$ cat config.mk
export PLATFORM = sky130hd
export DESIGN_NAME = apb_slave_flat
export DESIGN_NICKNAME = d
export VERILOG_FILES = /design/src/rtl/apb_slave_pkg.sv /design/src/rtl/apb_slave_if.sv /design/src/rtl/apb_slave_regfile.sv /design/src/rtl/apb_slave.sv /design/src/flat_wrapper.sv
export SDC_FILE = /design/constraint.sdc
export NUM_CORES = 1
export LEC_CHECK = 0
export CAP_MARGIN = 20
export CORE_MARGIN = 2
export CORE_UTILIZATION = 61
export CTS_BUF_LIST = sky130_fd_sc_hd__clkbuf_8 sky130_fd_sc_hd__clkbuf_16
export DETAILED_ROUTE_END_ITERATION = 7
export GPL_TIMING_DRIVEN = 0
export PLACE_DENSITY = 0.74
export SLEW_MARGIN = 20
export SYNTH_ARGS = -nofsm -noshare
export SYNTH_HDL_FRONTEND = slang
export SYNTH_HIERARCHICAL = 1
export SYNTH_SLANG_ARGS = --single-unit
export TNS_END_PERCENT = 10
$ cat constraint.sdc
create_clock -name PCLK -period 2.8 [get_ports PCLK]
set_clock_uncertainty 0.1 [all_clocks]
set_input_delay 0.7 -clock PCLK [delete_from_list [all_inputs] [get_ports PCLK]]
set_output_delay 0.7 -clock PCLK [all_outputs]
set_load 0.005 [all_outputs]
$ cat src/rtl/apb_slave_pkg.sv
// Shared types and constants for the apb_slave register-file completer.
package apb_slave_pkg;

    localparam int DATA_W        = 32;
    localparam int ADDR_W        = 32;
    localparam int DEFAULT_DEPTH = 32;

    typedef enum logic [1:0] {
        IDLE   = 2'd0,
        SETUP  = 2'd1,
        ACCESS = 2'd2
    } apb_state_t;

endpackage

$ cat src/rtl/apb_slave_if.sv
// APB bus bundle between a requester (master modport) and the apb_slave completer.
interface apb_slave_if;
    import apb_slave_pkg::*;

    logic              PSELx;
    logic              PENABLE;
    logic              PWRITE;
    logic [ADDR_W-1:0] PADDR;
    logic [DATA_W-1:0] PWDATA;
    logic [DATA_W-1:0] PRDATA;
    logic              PREADY;

    modport master (
        output PSELx, PENABLE, PWRITE, PADDR, PWDATA,
        input  PRDATA, PREADY
    );

    modport slave (
        input  PSELx, PENABLE, PWRITE, PADDR, PWDATA,
        output PRDATA, PREADY
    );

endinterface

$ cat src/rtl/apb_slave_regfile.sv
// DEPTH x 32 storage with asynchronous clear, synchronous write port and a
// registered-capture read port whose output holds until the next capture.
module apb_slave_regfile
    import apb_slave_pkg::*;
#(
    parameter int DEPTH = DEFAULT_DEPTH,
    parameter int IDX_W = $clog2(DEPTH)
) (
    input  logic              PCLK,
    input  logic              PRESETn,
    input  logic              wr_en,
    input  logic [IDX_W-1:0]  wr_idx,
    input  logic [DATA_W-1:0] wr_data,
    input  logic              rd_en,
    input  logic [IDX_W-1:0]  rd_idx,
    output logic [DATA_W-1:0] rd_data
);

    logic [DATA_W-1:0] mem_reg [DEPTH];
    logic [DATA_W-1:0] rd_data_reg;

    // Every word must read back as zero after reset, so the array is cleared.
    always_ff @(posedge PCLK or negedge PRESETn) begin
        if (!PRESETn) begin
            for (int i = 0; i < DEPTH; i++) begin
                mem_reg[i] <= '0;
            end
        end else if (wr_en) begin
            mem_reg[wr_idx] <= wr_data;
        end
    end

    always_ff @(posedge PCLK or negedge PRESETn) begin
        if (!PRESETn) begin
            rd_data_reg <= '0;
        end else if (rd_en) begin
            rd_data_reg <= mem_reg[rd_idx];
        end
    end

    assign rd_data = rd_data_reg;

endmodule

$ cat src/rtl/apb_slave.sv
// APB3-style completer: IDLE/SETUP/ACCESS tracking FSM in front of a word register file.
// Define APB_SLAVE_WAIT_EN to insert one wait state into every transfer.
module apb_slave
    import apb_slave_pkg::*;
#(
    parameter int DEPTH = DEFAULT_DEPTH,
    parameter int IDX_W = $clog2(DEPTH)
) (
    input  logic PCLK,
    input  logic PRESETn,
    apb_slave_if.slave bus
);

`ifdef APB_SLAVE_WAIT_EN
    localparam bit WAIT_MODE = 1'b1;
`else
    localparam bit WAIT_MODE = 1'b0;
`endif

    apb_state_t        state_reg;
    apb_state_t        state_next;
    logic              wait_done;
    logic              pready;
    logic              wr_en;
    logic              rd_en;
    logic [IDX_W-1:0]  idx;
    logic [DATA_W-1:0] rd_data;
    logic              addr_unused;

    // Upper address bits are ignored, so addresses alias modulo DEPTH.
    assign idx         = bus.PADDR[IDX_W-1:0];
    assign addr_unused = ^bus.PADDR[ADDR_W-1:IDX_W];

`ifdef APB_SLAVE_WAIT_EN
    logic wait_cnt_reg;

    always_ff @(posedge PCLK or negedge PRESETn) begin
        if (!PRESETn) begin
            wait_cnt_reg <= 1'b0;
        end else if (state_reg != ACCESS) begin
            wait_cnt_reg <= 1'b0;
        end else if (bus.PSELx && bus.PENABLE) begin
            wait_cnt_reg <= 1'b1;
        end
    end

    assign wait_done = wait_cnt_reg;
`else
    assign wait_done = 1'b1;
`endif

    assign pready = (state_reg == ACCESS) && bus.PSELx && bus.PENABLE && wait_done;
    assign wr_en  = pready && bus.PWRITE;
    assign rd_en  = (state_reg == SETUP) && bus.PSELx && !bus.PWRITE;

    always_ff @(posedge PCLK or negedge PRESETn) begin
        if (!PRESETn) begin
            state_reg <= IDLE;
        end else begin
            state_reg <= state_next;
        end
    end

    always_comb begin
        state_next = state_reg;
        if (!bus.PSELx) begin
            state_next = IDLE;
        end else begin
            unique case (state_reg)
                IDLE: begin
                    // PENABLE already high here is a protocol violation: stay put.
                    if (!bus.PENABLE) begin
                        state_next = SETUP;
                    end
                end
                SETUP: begin
                    state_next = ACCESS;
                end
                ACCESS: begin
                    if (WAIT_MODE && bus.PENABLE && !wait_done) begin
                        state_next = ACCESS;
                    end else if (!bus.PENABLE) begin
                        state_next = SETUP;
                    end else begin
                        state_next = IDLE;
                    end
                end
                default: begin
                    state_next = IDLE;
                end
            endcase
        end
    end

    apb_slave_regfile #(
        .DEPTH (DEPTH),
        .IDX_W (IDX_W)
    ) u_regfile (
        .PCLK    (PCLK),
        .PRESETn (PRESETn),
        .wr_en   (wr_en),
        .wr_idx  (idx),
        .wr_data (bus.PWDATA),
        .rd_en   (rd_en),
        .rd_idx  (idx),
        .rd_data (rd_data)
    );

    assign bus.PRDATA = rd_data;
    assign bus.PREADY = pready;

endmodule

$ cat src/flat_wrapper.sv
// flat-port wrapper written by rule: the top's interface ports become plain ports
module apb_slave_flat import apb_slave_pkg::*;
#(
    parameter int DEPTH = DEFAULT_DEPTH,
    parameter int IDX_W = $clog2(DEPTH)
)
  (PCLK, PRESETn, bus_PSELx, bus_PENABLE, bus_PWRITE, bus_PADDR, bus_PWDATA, bus_PRDATA, bus_PREADY);
  apb_slave_if bus_i ();
  input  logic PCLK;
  input  logic PRESETn;
  input wire logic [$bits(bus_i.PSELx)-1:0] bus_PSELx;
  input wire logic [$bits(bus_i.PENABLE)-1:0] bus_PENABLE;
  input wire logic [$bits(bus_i.PWRITE)-1:0] bus_PWRITE;
  input wire logic [$bits(bus_i.PADDR)-1:0] bus_PADDR;
  input wire logic [$bits(bus_i.PWDATA)-1:0] bus_PWDATA;
  output wire logic [$bits(bus_i.PRDATA)-1:0] bus_PRDATA;
  output wire logic [$bits(bus_i.PREADY)-1:0] bus_PREADY;
  assign bus_i.PSELx = bus_PSELx;
  assign bus_i.PENABLE = bus_PENABLE;
  assign bus_i.PWRITE = bus_PWRITE;
  assign bus_i.PADDR = bus_PADDR;
  assign bus_i.PWDATA = bus_PWDATA;
  assign bus_PRDATA = bus_i.PRDATA;
  assign bus_PREADY = bus_i.PREADY;
  apb_slave #(.DEPTH(DEPTH), .IDX_W(IDX_W)) u_core (.PCLK(PCLK), .PRESETn(PRESETn), .bus(bus_i));
endmodule
# After elaboration in Yosys (flattened, before gate mapping)
# Cells that the tools add are included.
# totals
reg_bits	1058
inputBits	69
word_cells	58
# classes
magnitude_cmp	2
n_eq_ne	3
mux	10
bitwise	1
n_reduce_logical	8
# ops
op	count
bitwise mux 1024 bit	1
binary-select mux 32 bit (select 5 bit)	1
demux 32 bit (select 5 bit)	1
two-way mux 32 bit	3
>= comparator 6 bit, second input constant	1
logical AND 1 bit	6
less-than comparator 6 x 1 -> 1 bit, second input constant	1
inverter 5 -> 6 bit	1
one-hot mux 2 bit (3 select lines)	1
two-way mux 2 bit	2
inequality test 3 bit, second input constant	1
== test 2 x 1 -> 1 bit, second input constant	1
== test 2 bit, second input constant	1
logical NOT 2 bit	1
logical NOT 1 bit	1
two-way mux 1 bit	1

# Longest topological paths before layout
# Gate-level depths: netlist (run 1).
# depth
depth_word	6
ltp_mapped	8
mapped_depth_nobuf	6

# Hierarchy
# Netlist (run 1), hierarchy kept.
# by_module_without_submodules
module	instances	cells_per_inst	area_per_inst_um2	seq_area_each_um2
apb_slave_regfile	1	3419	48196.2	26425.3
apb_slave	1	7	90.1	50.0

# Worst setup path after synthesis (run 1)
# OpenSTA, ideal clock, no wires.
# synth_path
kind	input to register
start	input bus_PENABLE
end	register u_core/u_regfile/mem_reg[613] (netlist name)
setup_ps	125
t_arrival_ps	2386
required_ps	2575
path_slack_ps	189
stages	6
n_path_buf	1
path_cell_list	and4b_1 and2_1 or3b_2 nor2_4 buf_6 mux2_2
# synth_via
elab_chain_cells	2
# synth_rtl
item	line	rtl
start, declared	flat_wrapper.sv:12	input wire logic [$bits(bus_i.PENABLE)-1:0] bus_PENABLE;
logical AND 1 bit	apb_slave.sv:52	assign pready = (state_reg == ACCESS) && bus.PSELx && bus.PENABLE && wait_done;
logical AND 1 bit	apb_slave.sv:53	assign wr_en = pready && bus.PWRITE;
via u_core.wr_en	apb_slave.sv:24	logic wr_en;
end signal, assigned by index	apb_slave_regfile.sv:29	mem_reg[wr_idx] <= wr_data;
end, declared	apb_slave_regfile.sv:19	logic [DATA_W-1:0] mem_reg [DEPTH];
# The timed path passes the listed nets, and every way through them passes these cells.
# A chain may end at the register's enable or synchronous reset.

# Worst setup path in the final report (run 1)
# layout_path
start	input bus_PSELx
end	register u_core/u_regfile/mem_reg[904] (netlist name)
# layout_via
elab_chain_cells	3
# layout_rtl
item	line	rtl
start, declared	flat_wrapper.sv:11	input wire logic [$bits(bus_i.PSELx)-1:0] bus_PSELx;
logical AND 1 bit (2 in a row)	apb_slave.sv:52	
logical AND 1 bit	apb_slave.sv:53	
via u_core.wr_en	apb_slave.sv:24	
# The timed path passes the listed nets, and every way through them passes these cells.

==> impl_metrics.tcl, run 1 <==
set metrics [dict create \
    status "finished, violations left" \
    violated_checks "hold timing, setup timing" \
    cp_data_required_time_ns 3.25 \
    synth_fp_nets 3495 \
    worstSetupStartpointType "primary input" \
    placement_rows 103 \
    chipHeight_um 285 \
    route.detailed.wl_per_inst_um 31.8 \
    post_route_cell_area_um2 54700 \
    worstPathMaxFanout 10 \
    clk_latency_ns 0.67 \
    largest_reg_flops 1024 \
    clk_pin_slew_worst_paths_ns 0.06 \
    synth.area.mux_share 0.352 \
    timing.final.hold_violations 112 \
    worst_ir_drop_vdd_mv 0.554 \
    cp_data_arrival_time_ns 3.30 \
    clk_path_buf_depth 3 \
    design.die.area_um2 81400 \
    static_leak_nw 27.8 \
    clkPwrFrac 0.437 \
    final_nets 3690 \
    drt_pass1_iterations 5 \
    detailed_place_hpwl_um 99700 \
    largest_family_of_logic_cells_by_synthesized_area "multiplexers" \
    rsz0062_at_grt "yes" \
    postSynthAreaPerCell_um2 14.1 \
    antenna_violation_net_count_after_detailed_routing 0 \
    largest_net_degree_at_the_start_of_global_routing 165 \
    mostFrequentLayoutCell "sky130_fd_sc_hd__dfrtp_1" \
    rr_endpoint "u_core/u_regfile/mem_reg[110]" \
    depth_of_the_cts_h_tree 3 \
    most-common-layout-cells "1,058 x sky130_fd_sc_hd__dfrtp_1, 1,047 x sky130_fd_sc_hd__mux2_2, 509 x sky130_fd_sc_hd__mux2i_1" \
    fraction_of_final_layout_cells_sized_beyond_drive_strength_1 0.404 \
    setup_violations 75 \
    gr-total-overflow 0 \
    grt-busiest-layer "met2" \
    comb_power_share 0.084 \
    critical_path_class "in2reg" \
    finalCriticalPeriod_ns 2.85 \
    detailroute.via_count 31800 \
    synth_enable_flop_cells 0 \
    regToRegStartpoint "u_core/state_reg[0]" \
    grt_use_total 0.372 \
    netSwitchingFraction 0.240 \
    yosysUniqueCellTypes 29 \
    yosysSeqAreaShare 0.548 \
    timing.final.crit_share 1.02 \
    global_route.usage.met3 0.0902 \
    timing.reg2reg.worst_path_depth 6 \
    finalHoldWorstSlack_ns -0.114 \
    drc_errors 0 \
    n_antenna_cell 0 \
    area_growth_syn_to_layout_pct 13.2 \
    synth_adder_area_share 0 \
    tritoncts_num_sinks 1058 \
    post_synth_and_or_nand_nor_area_fraction 0.0113 \
    tritoncts "done" \
    postLayoutSetupSlackWorst_ns -0.0466 \
    place_inst 4557 \
    vias_in_the_first_global_route 33300 \
    synth-main-ff-cell "sky130_fd_sc_hd__dfrtp_1" \
    grt_use_met2 0.569 \
    worst_slew_margin 0.267 \
    numPortBuffers 74 \
    synthesis.area_um2 48300 \
    totalWireLength_um 151000 \
    power.internal_mw 24.9 \
    synth-compound-area-share 0.0531 \
    detailed_place.area_um2 50600 \
    fmax_mhz 351 \
    core_area_um2 78600 \
    actual_slew_at_the_worst_max_slew_pin_ns 1.10 \
    power.switching_mw 7.87 \
    cts-buffers-inserted 110 \
    synthArstFlopShare 1.00 \
    grt_antenna_before_repair 6 \
    floorplan.initialDensity 0.614 \
    num_io_pins 102 \
    regToRegSetupSlack_ns 0.04 \
    end_kind "flip-flop" \
    seq_power_share 0.479 \
    final_cell_count_no_fill 4754 \
    gp_routability_congestion 0.923 \
    maxCapViolations 0 \
    grt_util_met1 0.490 \
    dr.first_iter.drc_count 3321 \
    finalMaxSlewViolations 0 \
    flop_and_latch_count_out_of_synthesis 1058 \
    clockRootBuffer "sky130_fd_sc_hd__clkbuf_16" \
    synth-warning-count 6 \
    detail_route.vias_per_cell 6.69 \
    powerDensity_nw_per_um2 600 \
    hold_path_class "in2async" \
    number_of_cells_produced_by_synthesis 3426 \
    synthXorXnorAreaFrac 0 \
    fp.dieW_um 285 \
    global_route_wire_length_before_repair_um 221000 \
]
## critical path: stages
cell	delay [ns]
sky130_fd_sc_hd__clkdlybuf4s50_1	0.44
sky130_fd_sc_hd__and4b_1	0.22
sky130_fd_sc_hd__and2_4	0.22
sky130_fd_sc_hd__and3_1	0.20
sky130_fd_sc_hd__nand2_1	0.22
sky130_fd_sc_hd__buf_1	0.84
sky130_fd_sc_hd__mux2_2	0.43
## power groups by stage
| stage | Sequential [mW] | Combinational (mW) | Clock, mW |
|---|---|---|---|
| 2_1_floorplan | 16.0 | 1.19 | 0 |
| 3_3_place_gp | 16.0 | 2.44 | 0 |
| 3_5_place_dp | 16.0 | 2.63 | 0 |
| 4_1_cts | 15.7 | 2.70 | 14.5 |
| 5_1_grt | 15.8 | 2.88 | 15.1 |
| 6_report | 15.7 | 2.75 | 14.3 |
## area by class of cell
type,instances,area [µm²]
tap,1050,1310
clock inverter,57,442
buffer,322,1880
multi-input combinational,2046,20400
timing repair buffer,83,1020
fill,5443,23900
sequential,1058,26500
clock buffer,138,3140
## per-layer routing
metal | routed length, µm | share of wire
met3 | 14000 | 0.093
met5 | 14 | 0.000093
met4 | 9410 | 0.062
met1 | 59300 | 0.39
met2 | 68600 | 0.45
## how the worst max path moves through the flow
stage	start	end	slack, ns	cells after the start
2_1_floorplan	bus_PENABLE	u_core/u_regfile/mem_reg[613]	0.19	6
4_1_cts	bus_PSELx	u_core/u_regfile/mem_reg[904]	-0.05	7
6_report	bus_PSELx	u_core/u_regfile/mem_reg[904]	-0.05	7
3_5_place_dp	bus_PADDR[4]	u_core/u_regfile/rd_data[4]	-1.55	7
3_3_place_gp	PRESETn	u_core/u_regfile/mem_reg[152]	-43.00	1
5_1_grt	bus_PSELx	u_core/u_regfile/mem_reg[904]	-0.05	7
## cell families after synthesis
| group | Yosys count |
|---|---|
| multiplexers | 1568 |
| flip-flops | 1058 |
| AO/OA/AOI/OAI | 384 |
| buffers and inverters | 322 |
| AND/OR/NAND/NOR | 94 |
## per-stage QoR
step | worst slack, ns | power (mW) | hold slack (ns) | util | TNS [ns]
floorplan | 0.189 | 17.2 | 0.304 | - | 0
global placement | -43.00 | 18.5 | 0.330 | 0.640 | -
detailed placement | -1.55 | 18.6 | 0.343 | 0.643 | -960.99
CTS | -0.0504 | 32.9 | -0.0922 | 0.694 | -1.87
global route | -0.0452 | 33.8 | -0.0728 | 0.696 | -1.23
finish | -0.0466 | 32.8 | -0.114 | 0.696 | -1.31
## synth_stat cells, drive strengths merged, types with 3 or more instances
| library cell | number | area share |
|---|---|---|
| nand2 | 18 | 0.0014 |
| buf | 176 | 0.023 |
| a21oi | 128 | 0.013 |
| clkbuf | 146 | 0.011 |
| mux2i | 512 | 0.11 |
| nand3b | 4 | 0.00062 |
| dfrtp | 1058 | 0.55 |
| mux2 | 1056 | 0.25 |
| a22oi | 256 | 0.040 |
| nor4 | 32 | 0.0041 |
| nor3b | 5 | 0.00078 |
| nor2 | 18 | 0.0020 |
| nor2b | 3 | 0.00039 |
## repair_timing
action	4_1_cts	5_1_grt
setup endpoints to repair	770	619
endpoints found under the hold margin	112	103
buffers inserted	0	0
gates cloned	1	1
gates resized for setup	156	32
pin swaps	4	4
Power figures use the tool's default switching activity.
==> run 2: changes to the inputs <==
--- a/config.mk
+++ b/config.mk
@@ -11,7 +11,7 @@
 export CTS_BUF_LIST = sky130_fd_sc_hd__clkbuf_8 sky130_fd_sc_hd__clkbuf_16
 export DETAILED_ROUTE_END_ITERATION = 7
 export GPL_TIMING_DRIVEN = 0
-export PLACE_DENSITY = 0.74
+export PLACE_DENSITY = 0.85
 export SLEW_MARGIN = 20
 export SYNTH_ARGS = -nofsm -noshare
 export SYNTH_HDL_FRONTEND = slang
==> run 2 against run 1 <==
Die area unchanged; maximum frequency decreased by 2.1%; sequential cell count unchanged; global-route usage decreased by 1.2 points; register-to-register slack got worse by 0.08 ns; the flow still finishes with violations (hold timing, setup timing); sequential power about the same; total power increased by 2.3%; critical endpoint is now u_core/u_regfile/mem_reg[140]; largest power group unchanged; worst setup slack got worse by 0.060 ns; non-clock buffer count unchanged; via count increased by 0.53%; clock power increased by 6%; hold slack got worse by 0.015 ns.
==> impl_metrics.tcl, run 2 (synthesized netlist as in run 1, its figures left out) <==
set metrics [dict create \
    tritoncts_num_sinks 1058 \
    crit_family "simple AND/OR/NAND/NOR gates" \
    final_nets 3689 \
    tritoncts "done" \
    total_of_fill_cells_in_the_finished_design 5213 \
    cp_data_required_time_ns 3.27 \
    drt_pass1_iterations 7 \
    antenna_violation_net_count_after_detailed_routing 0 \
    clockRootBuffer "sky130_fd_sc_hd__clkbuf_16" \
    grt_antenna_before_repair 6 \
    multiInputGateArea_um2 20400 \
    postLayoutSetupSlackWorst_ns -0.107 \
    maxCapViolations 0 \
    design.die.area_um2 81400 \
    detail_route.vias_per_cell 6.70 \
    register_area_um2 26500 \
    critical_path_class "in2reg" \
    clk_pin_slew_worst_paths_ns 0.06 \
    dr.first_iter.drc_count 4093 \
    seq_power_share 0.469 \
    powerDensity_nw_per_um2 612 \
    vias_in_the_first_global_route 33300 \
    core_area_um2 78600 \
    critPathSlowestCell "sky130_fd_sc_hd__nor2_2" \
    depth_of_the_cts_h_tree 3 \
    gr-total-overflow 0 \
    rr_endpoint "u_core/u_regfile/mem_reg[140]" \
    netSwitchingFraction 0.241 \
    setup_violations 86 \
    worst_slew_margin 0.233 \
    status "finished, violations left" \
    worst-path-buf-inv 2 \
    area_growth_syn_to_layout_pct 13.6 \
    grt_use_total 0.360 \
    worstPathMaxFanout 10 \
    finalHoldWorstSlack_ns -0.130 \
    cp_cell_sequence "clkdlybuf4s50_1 > and4b_1 > and2_2 > nand3_1 > nor2_2 > buf_2 > mux2_2" \
    totalWireLength_um 146000 \
    global_route_wire_length_before_repair_um 215000 \
    crit_path_max_incr_delay_ns 0.52 \
    worst_ir_drop_vdd_mv 0.544 \
    top_layer_used "met5" \
    timing.final.crit_share 1.04 \
    postLayoutCoreUtil 0.698 \
    end_kind "flip-flop" \
    largest_net_degree_at_the_start_of_global_routing 146 \
    comb_power_share 0.081 \
    clkPwrFrac 0.450 \
    static_leak_nw 27.8 \
    route.met3.wl_um 15200 \
    violated_checks "hold timing, setup timing" \
    cts-buffers-inserted 109 \
    chipHeight_um 285 \
    place_inst 4559 \
    largest_reg_flops 1024 \
    hold_path_class "in2async" \
    fp.dieW_um 285 \
    clk_latency_ns 0.72 \
    clk_path_buf_depth 3 \
    actual_slew_at_the_worst_max_slew_pin_ns 1.15 \
    placement_rows 103 \
    finalCriticalPeriod_ns 2.91 \
    power.switching_mw 8.10 \
    num_io_pins 102 \
    floorplan.initialDensity 0.614 \
    cp_data_arrival_time_ns 3.38 \
    fmax_mhz 344 \
    rsz0062_at_grt "yes" \
    timing.final.hold_violations 114 \
    regToRegSetupSlack_ns -0.04 \
    power.internal_mw 25.5 \
    timing.reg2reg.worst_path_depth 6 \
    pre_cts_ws_ns -1.25 \
    detailed_place_hpwl_um 92200 \
    mostFrequentLayoutCell "sky130_fd_sc_hd__dfrtp_1" \
    fraction_of_final_layout_cells_sized_beyond_drive_strength_1 0.407 \
    regToRegStartpoint "u_core/state_reg[0]" \
    final_cell_count_no_fill 4769 \
    most-common-layout-cells "1,058 x sky130_fd_sc_hd__dfrtp_1, 1,047 x sky130_fd_sc_hd__mux2_2, 511 x sky130_fd_sc_hd__mux2i_1" \
    worstSetupStartpointType "primary input" \
    routed-wl-met2_um 65100 \
    detailroute.via_count 32000 \
    finalMaxSlewViolations 0 \
    design_power_total_mw 33.6 \
    route.detailed.wl_per_inst_um 30.7 \
    numPortBuffers 74 \
    gp_routability_congestion 0.906 \
    drc_errors 0 \
    wl_met1_um 56300 \
]
run 2: power groups by stage:
stage               registers (mW)  logic [mW]  clock network [mW]
detailed placement            16.0        2.59                   0
floorplan                     16.0        1.19                   0
global route                  15.8        2.84                15.8
CTS                           15.7        2.63                15.2
global placement              16.1        2.40                   0
finish                        15.7        2.71                15.1
run 2: routing by layer:
| layer | track usage | vias up |
|---|---|---|
| li1 | - | 13000 |
| met2 | 0.538 | 1878 |
| met1 | 0.470 | 16500 |
| met3 | 0.104 | 574 |
| met4 | 0.210 | 10 |
| met5 | 0 | - |
run 2: what timing repair did:
action / CTS / global route
pin swaps: 1 / 3
buffers inserted: 0 / 0
setup endpoints to repair: 488 / 375
endpoints found under the hold margin: 114 / 114
resized for setup: 80 / 110
run 2: metrics by stage:
step / TNS [ns] / instance area, µm²
finish: -2.42 / 54800
global route: -7.27 / 54800
CTS: -3.16 / 54600
detailed placement: -682.66 / 50600
global placement: - / 50300
floorplan: 0 / 48300
run 2: cell type report:
type                       count  area share
sequential                  1058       0.483
multi-input combinational   2046       0.371
clock buffer                 147      0.0597
buffer                       322      0.0342
tap                         1050      0.0240
timing repair buffer          83      0.0182
clock inverter                58     0.00972
antenna                        5    0.000228
run 2: worst max-delay path by stage:
stage                  from  depth (start not counted)  slack [ns]                       endpoint
3_5_place_dp   bus_PADDR[2]                          8       -1.25   u_core/u_regfile/rd_data[14]
5_1_grt           bus_PSELx                          7        -0.1  u_core/u_regfile/mem_reg[140]
4_1_cts        bus_PADDR[2]                          8       -0.15   u_core/u_regfile/rd_data[28]
3_3_place_gp        PRESETn                          1      -46.01   u_core/u_regfile/rd_data[23]
2_1_floorplan   bus_PENABLE                          6        0.19  u_core/u_regfile/mem_reg[613]
6_report        bus_PENABLE                          7       -0.11  u_core/u_regfile/mem_reg[140]
run 2: worst register-to-register path, delay by kind of cell (launching register included):
kind                   cells  cell delay (ns)
buffers and inverters      1             0.51
DFF                        1             0.38
muxes                      1             0.41
and+or+nand+nor            4             1.32
